File: src/rtl/instr_sequencer.sv
// Multi-cycle instruction sequencer: FETCH/DECODE/EXECUTE/WRITEBACK control FSM
// producing datapath strobes from a latched instruction register.
module instr_sequencer #(
    parameter int COUNT_WIDTH = 16
) (
    input  logic                   clk,
    input  logic                   reset_cpu,
    input  logic                   cpu_enable,
    input  logic                   wwd_enable,
    input  logic [15:0]            inst,
    output logic                   pc_write_en,
    output logic                   pc_src,
    output logic                   reg_write_en,
    output logic                   reg_dst,
    output logic                   alu_src_imm,
    output logic [1:0]             alu_op,
    output logic                   output_port_load,
    output logic [COUNT_WIDTH-1:0] inst_count,
    output logic [1:0]             state,
    output logic                   illegal
);

    typedef enum logic [1:0] {
        FETCH     = 2'd0,
        DECODE    = 2'd1,
        EXECUTE   = 2'd2,
        WRITEBACK = 2'd3
    } state_t;

    typedef enum logic [2:0] {
        CLS_ILLEGAL = 3'd0,
        CLS_ADI     = 3'd1,
        CLS_LHI     = 3'd2,
        CLS_JMP     = 3'd3,
        CLS_ADD     = 3'd4,
        CLS_WWD     = 3'd5
    } class_t;

    localparam logic [3:0] OP_ADI  = 4'd4;
    localparam logic [3:0] OP_LHI  = 4'd6;
    localparam logic [3:0] OP_JMP  = 4'd9;
    localparam logic [3:0] OP_RTYP = 4'd15;
    localparam logic [5:0] FN_ADD  = 6'd0;
    localparam logic [5:0] FN_WWD  = 6'd28;

    state_t      cur_state;
    state_t      next_state;
    logic [15:0] ir;
    class_t      cls;

    logic pc_write_raw;
    logic reg_write_raw;
    logic port_load_raw;
    logic alu_phase;

    always_comb begin
        cls = CLS_ILLEGAL;
        case (ir[15:12])
            OP_ADI:  cls = CLS_ADI;
            OP_LHI:  cls = CLS_LHI;
            OP_JMP:  cls = CLS_JMP;
            OP_RTYP: begin
                if (ir[5:0] == FN_ADD)
                    cls = CLS_ADD;
                else if (ir[5:0] == FN_WWD)
                    cls = CLS_WWD;
            end
            default: cls = CLS_ILLEGAL;
        endcase
    end

    always_ff @(posedge clk or posedge reset_cpu) begin
        if (reset_cpu)
            cur_state <= FETCH;
        else if (cpu_enable)
            cur_state <= next_state;
    end

    always_ff @(posedge clk or posedge reset_cpu) begin
        if (reset_cpu)
            ir <= 16'h0000;
        else if (cpu_enable && cur_state == FETCH)
            ir <= inst;
    end

    // pc_write_en is already gated by cpu_enable, so the count freezes with the FSM.
    always_ff @(posedge clk or posedge reset_cpu) begin
        if (reset_cpu)
            inst_count <= '0;
        else if (pc_write_en)
            inst_count <= inst_count + COUNT_WIDTH'(1);
    end

    always_ff @(posedge clk or posedge reset_cpu) begin
        if (reset_cpu)
            illegal <= 1'b0;
        else if (cpu_enable && cur_state == DECODE && cls == CLS_ILLEGAL)
            illegal <= 1'b1;
    end

    always_comb begin
        next_state    = cur_state;
        pc_write_raw  = 1'b0;
        pc_src        = 1'b0;
        reg_write_raw = 1'b0;
        port_load_raw = 1'b0;
        alu_phase     = 1'b0;
        case (cur_state)
            FETCH: begin
                next_state = DECODE;
            end
            DECODE: begin
                if (cls == CLS_JMP) begin
                    next_state   = FETCH;
                    pc_write_raw = 1'b1;
                    pc_src       = 1'b1;
                end else if (cls == CLS_ILLEGAL) begin
                    next_state   = FETCH;
                    pc_write_raw = 1'b1;
                end else begin
                    next_state = EXECUTE;
                end
            end
            EXECUTE: begin
                next_state = WRITEBACK;
                alu_phase  = 1'b1;
            end
            WRITEBACK: begin
                next_state    = FETCH;
                alu_phase     = 1'b1;
                pc_write_raw  = 1'b1;
                reg_write_raw = (cls == CLS_ADI) || (cls == CLS_LHI) || (cls == CLS_ADD);
                port_load_raw = (cls == CLS_WWD) && wwd_enable;
            end
            default: begin
                next_state = FETCH;
            end
        endcase
    end

    // ALU controls are held steady across EXECUTE and WRITEBACK so the result is stable at the write.
    always_comb begin
        reg_dst     = 1'b0;
        alu_src_imm = 1'b0;
        alu_op      = 2'b00;
        if (alu_phase) begin
            case (cls)
                CLS_ADI: begin
                    alu_src_imm = 1'b1;
                end
                CLS_LHI: begin
                    alu_src_imm = 1'b1;
                    alu_op      = 2'b01;
                end
                CLS_ADD: begin
                    reg_dst = 1'b1;
                end
                default: begin
                    reg_dst     = 1'b0;
                    alu_src_imm = 1'b0;
                    alu_op      = 2'b00;
                end
            endcase
        end
    end

    assign pc_write_en      = pc_write_raw && cpu_enable;
    assign reg_write_en     = reg_write_raw && cpu_enable;
    assign output_port_load = port_load_raw && cpu_enable;
    assign state            = cur_state;

endmodule

File: config.mk
export PLATFORM = sky130hd
export DESIGN_NAME = instr_sequencer
export DESIGN_NICKNAME = d
export VERILOG_FILES = /design/src/rtl/instr_sequencer.sv
export SDC_FILE = /design/constraint.sdc
export NUM_CORES = 1
export LEC_CHECK = 0
export ABC_AREA = 1
export CAP_MARGIN = 10
export CORE_ASPECT_RATIO = 0.6
export CORE_UTILIZATION = 52
export DETAILED_ROUTE_END_ITERATION = 10
export PLACE_DENSITY = 0.88
export SLEW_MARGIN = 10
export SYNTH_ARGS = -nofsm -noshare
export SYNTH_HDL_FRONTEND = slang
export SYNTH_SLANG_ARGS = --single-unit
File: constraint.sdc
create_clock -name clk -period 4.3 [get_ports clk]
set_input_delay 0.86 -clock clk [delete_from_list [all_inputs] [get_ports clk]]
set_output_delay 0.86 -clock clk [all_outputs]
set_load 0.01 [all_outputs]
==> impl_metrics.ini, run 1 <==
[flow_run]
maxCapViolCount = 0

[logic_synthesis]
synth_compound_area_share_pct = 3.34
syn_area_um2 = 1720
synth_top_area_cell = dfrtp_1
synthesis.nets = 258
seq_area_frac_synth_pct = 42.1
yosys.area_share.simple_pct = 38.0
synth_top_family_by_area = simple AND/OR/NAND/NOR gates
synth_xor_area_share_pct = 4.58
yosys_register_bits = 29
synth.distinct_cells = 23
yosys-top-cells-area = dfrtp_1, nand2_1, nand3_1
synth_mux_area_share_pct = 3.27
yosysWarnings = 0
yosys.area.top_type_share_pct = 42.1
synthAdderAreaFrac_pct = 0.726
avgSynthCellArea_um2 = 7.27
syn-instance-count = 237

[clock_tree]
htree_levels = 2
cts.path.max_buffers = 2
hold_buffers = 0
clkSlewWorstSetupHoldPaths_ns = 0.06
cts-root-buf = clkbuf_8
clock_latency_ns = 0.28
post-cts-setup-buffers = 0
cts_tree = done
numCtsBuffers = 5
cts_resized = 0
cts.sinks = 29

[die]
ios = 47
coreArea_um2 = 3000
die_area_um2 = 3550
start_util_pct = 57.4
fp.dieW_um = 76.3
rows = 15
fp.dieH_um = 46.6

[sta]
finalCritPeriodShare_pct = 76.2
period_minus_slack_ns = 3.28
setup_viol = 0
skew_ns = 0.00736
max_freq_mhz = 305
relSlewSlack_pct = 32.1
worst_slew_pin_slew_ns = 1.01
rsz0062_at_grt = no
slew_violations = 0
hold_viol = 0
holdWs_ns = 0.490
tns_ns = 0

[global_route]
grt_pass1_wl_mm = 6.96
antenna_found_initial = 0
grt_overflow = 0
gr-usage-all-layers_pct = 26.3
grt_start_max_net_pins = 30
grt_pass1_vias = 1453

[setup_path]
r2r_start = ir[12]
crit_arrival_ns = 2.42
max_stage_delay_ns = 0.56
worst_setup_path_end_kind = primary output
worstPathRequired_ns = 3.44
critPathKind = primary input to primary output
critical_path.most_common_cell = clkdlybuf4s50_1
path_cells = clkdlybuf4s50_1 -> nand2_1 -> inv_1 -> nand4_1 -> nor3_1 -> clkdlybuf4s50_1
critPathTopFamily = buffers and inverters
path_buf_inv = 3
rr_worst_depth = 10
r2r_slack_ns = 2.66
crit_path_top_delay_cell = clkdlybuf4s50_1
critPathLaunchType = primary input
critPathMaxFanout = 3
rr_endpoint = inst_count[11]

[routing]
wire_per_inst_um = 12.9
drc = 0
ant_nets = 0
vias = 1672
viasPerCell = 5.23
dr.first_iter.drc_count = 141
first_pass_iters = 4
totalWireLength_mm = 4.13

[power]
power_density_nw_per_um2 = 488
power_mw = 1.08
power_leakage_nw = 1.07
ir_drop_uv = 344

[final_layout]
fin_nets = 299
n_antenna_cell = 0
area_growth_pct = 28.8
drive_gt1_share_pct = 7.55
nFillCells = 252
final_cell_area_um2 = 2220

[min_path]
hold_start = illegal
hold_class = register to register
min_to = illegal
min_path_cells = 1

[run_status]
status = complete, no violations

[placement]
port_buffers = 39
gp_congestion = 0.910
placed_area_um2 = 2130
place_hpwl_mm = 2.94
-- metal layers --
metal,global-route usage [%],routed length [µm],part of all wire [%],up-vias
met5,0,0,0,-
met4,7.31,49,1.2,0
met3,6.34,319,7.7,8
met2,40.5,1790,43,65
met1,37.3,1970,48,776
li1,-,-,-,823
-- report_power, final --
group | leakage [nW] | switching, mW | internal (mW)
clock | 0.0443 | 0.0992 | 0.127
sequential | 0.363 | 0.0824 | 0.349
combinational | 0.659 | 0.247 | 0.179
total | 1.07 | 0.429 | 0.655
-- registers in the layout, summed over array words and instances (netlist names), named ones only --
| name | flops |
|---|---|
| ir | 10 |
| state | 1 |
| inst_count | 16 |
| illegal | 1 |
-- synth_stat cells --
cell / number
a21oi_1: 8
buf_2: 2
buf_4: 2
buf_6: 1
clkbuf_1: 1
conb_1: 1
dfrtp_1: 29
ha_1: 1
inv_1: 25
mux2_2: 5
nand2_1: 74
nand2_2: 3
nand2_4: 2
nand3_1: 24
nand3_2: 2
nand4_1: 6
nor2_1: 32
nor2_2: 2
nor3_1: 5
o21ai_0: 2
o21bai_1: 1
xnor2_1: 3
xor2_1: 6
-- cell usage in the layout, fill, tap and decap left out --
cell type | synthesis | layout
a21oi_1 | 8 | 8
buf_4 | 2 | 1
clkbuf_1 | 1 | 1
clkbuf_8 | 0 | 6
clkdlybuf4s50_1 | 0 | 39
clkinv_1 | 0 | 1
conb_1 | 1 | 1
dfrtp_1 | 29 | 29
ha_1 | 1 | 1
inv_1 | 25 | 24
mux2_2 | 5 | 5
nand2_1 | 74 | 74
nand2_2 | 3 | 3
nand2_4 | 2 | 2
nand3_1 | 24 | 24
nand3_2 | 2 | 2
nand4_1 | 6 | 6
nor2_1 | 32 | 32
nor2_2 | 2 | 2
nor3_1 | 5 | 5
o21ai_0 | 2 | 2
o21bai_1 | 1 | 1
xnor2_1 | 3 | 3
xor2_1 | 6 | 6
-- worst max path at each step --
stage,from,to,slack [ns],cells after the start
floorplan,cpu_enable,output_port_load,1.87,5
global placement,cpu_enable,output_port_load,1.04,6
detailed placement,cpu_enable,output_port_load,1.02,6
CTS,cpu_enable,output_port_load,1.02,6
global route,cpu_enable,pc_write_en,0.93,6
finish,cpu_enable,output_port_load,1.02,6
-- final cells by class --
class                      instances  area, µm²  share of cell area (%)
tap                               42       52.6                    2.37
clock buffer                       7       86.3                    3.89
sequential                        29        726                    32.7
multi-input combinational        177        863                    38.9
inverter                          25       93.8                    4.23
timing repair buffer              40        398                    17.9
-- cells by family (layout without fill, tap and decap cells) --
group | Yosys count | in the layout
flip-flops | 29 | 29
AO/OA/AOI/OAI | 11 | 11
multiplexers | 5 | 5
AND/OR/NAND/NOR | 150 | 150
buffers and inverters | 31 | 72
adder cells (fa/ha/maj) | 1 | 1
other | 1 | 1
XOR/XNOR | 9 | 9
-- per-stage QoR --
step / instances / worst slack, ns / util [%]
after CTS: 320 / 1.02 / 73.9
after global routing: 320 / 0.929 / 73.9
after floorplan: 237 / 1.87 / -
final: 320 / 1.02 / 73.9
after detailed placement: 313 / 1.02 / 71.0
after global placement: 313 / 1.04 / 71.0
-- worst reg2reg max path, cell delays in order (launching register included) --
cell	delay (ns)
dfrtp_1	0.39
nand2_1	0.13
inv_1	0.08
nand2_2	0.09
nand2_2	0.06
nor2_2	0.11
nand3_2	0.12
nand2_4	0.20
nand2_4	0.18
nand2_1	0.11
nand2_1	0.05
Note: power is estimated with default switching activity, not from simulation.
==> run 2: changes to the inputs <==
--- a/config.mk
+++ b/config.mk
@@ -8,9 +8,9 @@
 export ABC_AREA = 1
 export CAP_MARGIN = 10
 export CORE_ASPECT_RATIO = 0.6
-export CORE_UTILIZATION = 52
+export CORE_UTILIZATION = 48
 export DETAILED_ROUTE_END_ITERATION = 10
-export PLACE_DENSITY = 0.88
+export PLACE_DENSITY = 0.83
 export SLEW_MARGIN = 10
 export SYNTH_ARGS = -nofsm -noshare
 export SYNTH_HDL_FRONTEND = slang
==> constraint.sdc (replaced) <==
create_clock -name clk -period 3.3 [get_ports clk]
set_input_delay 0.66 -clock clk [delete_from_list [all_inputs] [get_ports clk]]
set_output_delay 0.66 -clock clk [all_outputs]
set_load 0.01 [all_outputs]
==> impl_metrics.ini, run 2 (synthesized netlist as in run 1, its figures left out) <==
[run_status]
status = complete, no violations

[sta]
setup_viol = 0
slew_violations = 0
skew_ns = 0.00524
relSlewSlack_pct = 63.8
max_freq_mhz = 339
finalCritPeriodShare_pct = 89.5
rsz0062_at_grt = no
worst_slew_pin_slew_ns = 0.542
period_minus_slack_ns = 2.95
holdWs_ns = 0.499
tns_ns = 0
hold_viol = 0

[placement]
gp_congestion = 0.848
port_buffers = 39
place_hpwl_mm = 3.06

[setup_path]
rr_worst_depth = 10
crit_arrival_ns = 2.29
worst_setup_path_end_kind = primary output
critPathMaxFanout = 17
critPathKind = register to primary output
cp-startpoint = ir[15]
crit_path_top_delay_cell = clkdlybuf4s50_1
max_stage_delay_ns = 0.53
critPathLaunchType = register
worstPathRequired_ns = 2.64
path_cells = nand2_1 -> inv_1 -> nand2_2 -> nand2_2 -> nor2_2 -> nand3_2 -> nand2_4 -> nand2_4 -> inv_1 -> clkdlybuf4s50_1
r2r_start = ir[15]

[final_layout]
n_antenna_cell = 0
drive_gt1_share_pct = 7.91
regMostFlops = inst_count
final_common_cell = nand2_1
fin_nets = 300
top_regs = inst_count: 16 flops, ir: 10 flops
largest_reg_flops = 16
final_cell_mix = nand2_1, clkdlybuf4s50_1, nor2_1
area_growth_pct = 28.8
fin_util_pct = 66.4

[global_route]
grt_pass1_vias = 1545
grt.busiest_layer = met1
grtUsageMet3_pct = 6.23
gr-usage-all-layers_pct = 24.3
antenna_found_initial = 0
met1_usage_pct = 36.5
grt_start_max_net_pins = 30
use_met2_pct = 35.1
grt_pass1_wl_mm = 7.13
grt_overflow = 0

[min_path]
hold_start = illegal
min_path_cells = 1
hold_class = register to register

[clock_tree]
cts.path.max_buffers = 2
cts-root-buf = clkbuf_8
hold_buffers = 0
htree_levels = 2
cts.sinks = 29
numCtsBuffers = 5
cts_tree = done
clock_latency_ns = 0.28
post-cts-setup-buffers = 0
cts_resized = 0
clkSlewWorstSetupHoldPaths_ns = 0.06

[power]
power_density_nw_per_um2 = 619
power_leakage_nw = 1.07
power_mw = 1.37
ir_drop_uv = 395

[routing]
drc = 0
totalWireLength_mm = 4.08
vias = 1639
wire_per_inst_um = 12.6
ant_nets = 0
first_pass_iters = 4
viasPerCell = 5.07
dr.first_iter.drc_count = 139

[flow_run]
maxCapViolCount = 0

[die]
coreArea_um2 = 3340
rows = 16
fp.dieH_um = 48.4
start_util_pct = 51.5
die_area_um2 = 3840
ios = 47
fp.dieW_um = 79.3
==> run 2: worst paths after layout <==
path / endpoint / slack (ns)
max: pc_write_en / 0.35
min: illegal / 0.50
max reg2reg: inst_count[8] / 1.65
min reg2reg: illegal / 0.50
max in group asynchronous: inst_count[6] / 2.29
min in group asynchronous: inst_count[9] / 0.74
==> run 2: through the flow <==
stage | cell area, µm² | worst slack, ns | std cells
floorplan | 1720 | 1.27 | 237
global placement | 2140 | 0.446 | 317
detailed placement | 2140 | 0.413 | 317
CTS | 2220 | 0.359 | 323
global route | 2220 | 0.176 | 323
finish | 2220 | 0.346 | 323
==> run 2: final cells by class <==
class | instances | area (µm²)
fill | 273 | 1120
multi-input combinational | 177 | 863
sequential | 29 | 726
timing repair buffer | 41 | 405
inverter | 25 | 93.8
clock buffer | 5 | 68.8
tap | 45 | 56.3
clock inverter | 1 | 5.00
==> run 2: metal layers <==
layer,wire length [µm],share of wire [%]
met1,2030,50
met2,1760,43
met3,268,6.6
met4,20,0.49
met5,0,0
==> run 2: power by group <==
group,switching (mW),internal [mW]
clock network,0.124,0.138
logic,0.313,0.233
registers,0.110,0.455
total,0.546,0.827
==> run 2: worst max-delay path, delay by kind of cell, from the launching register on <==
kind,cells,cell delay [ns]
DFF,1,0.40
buffers and inverters,3,0.72
and+or+nand+nor,7,0.88
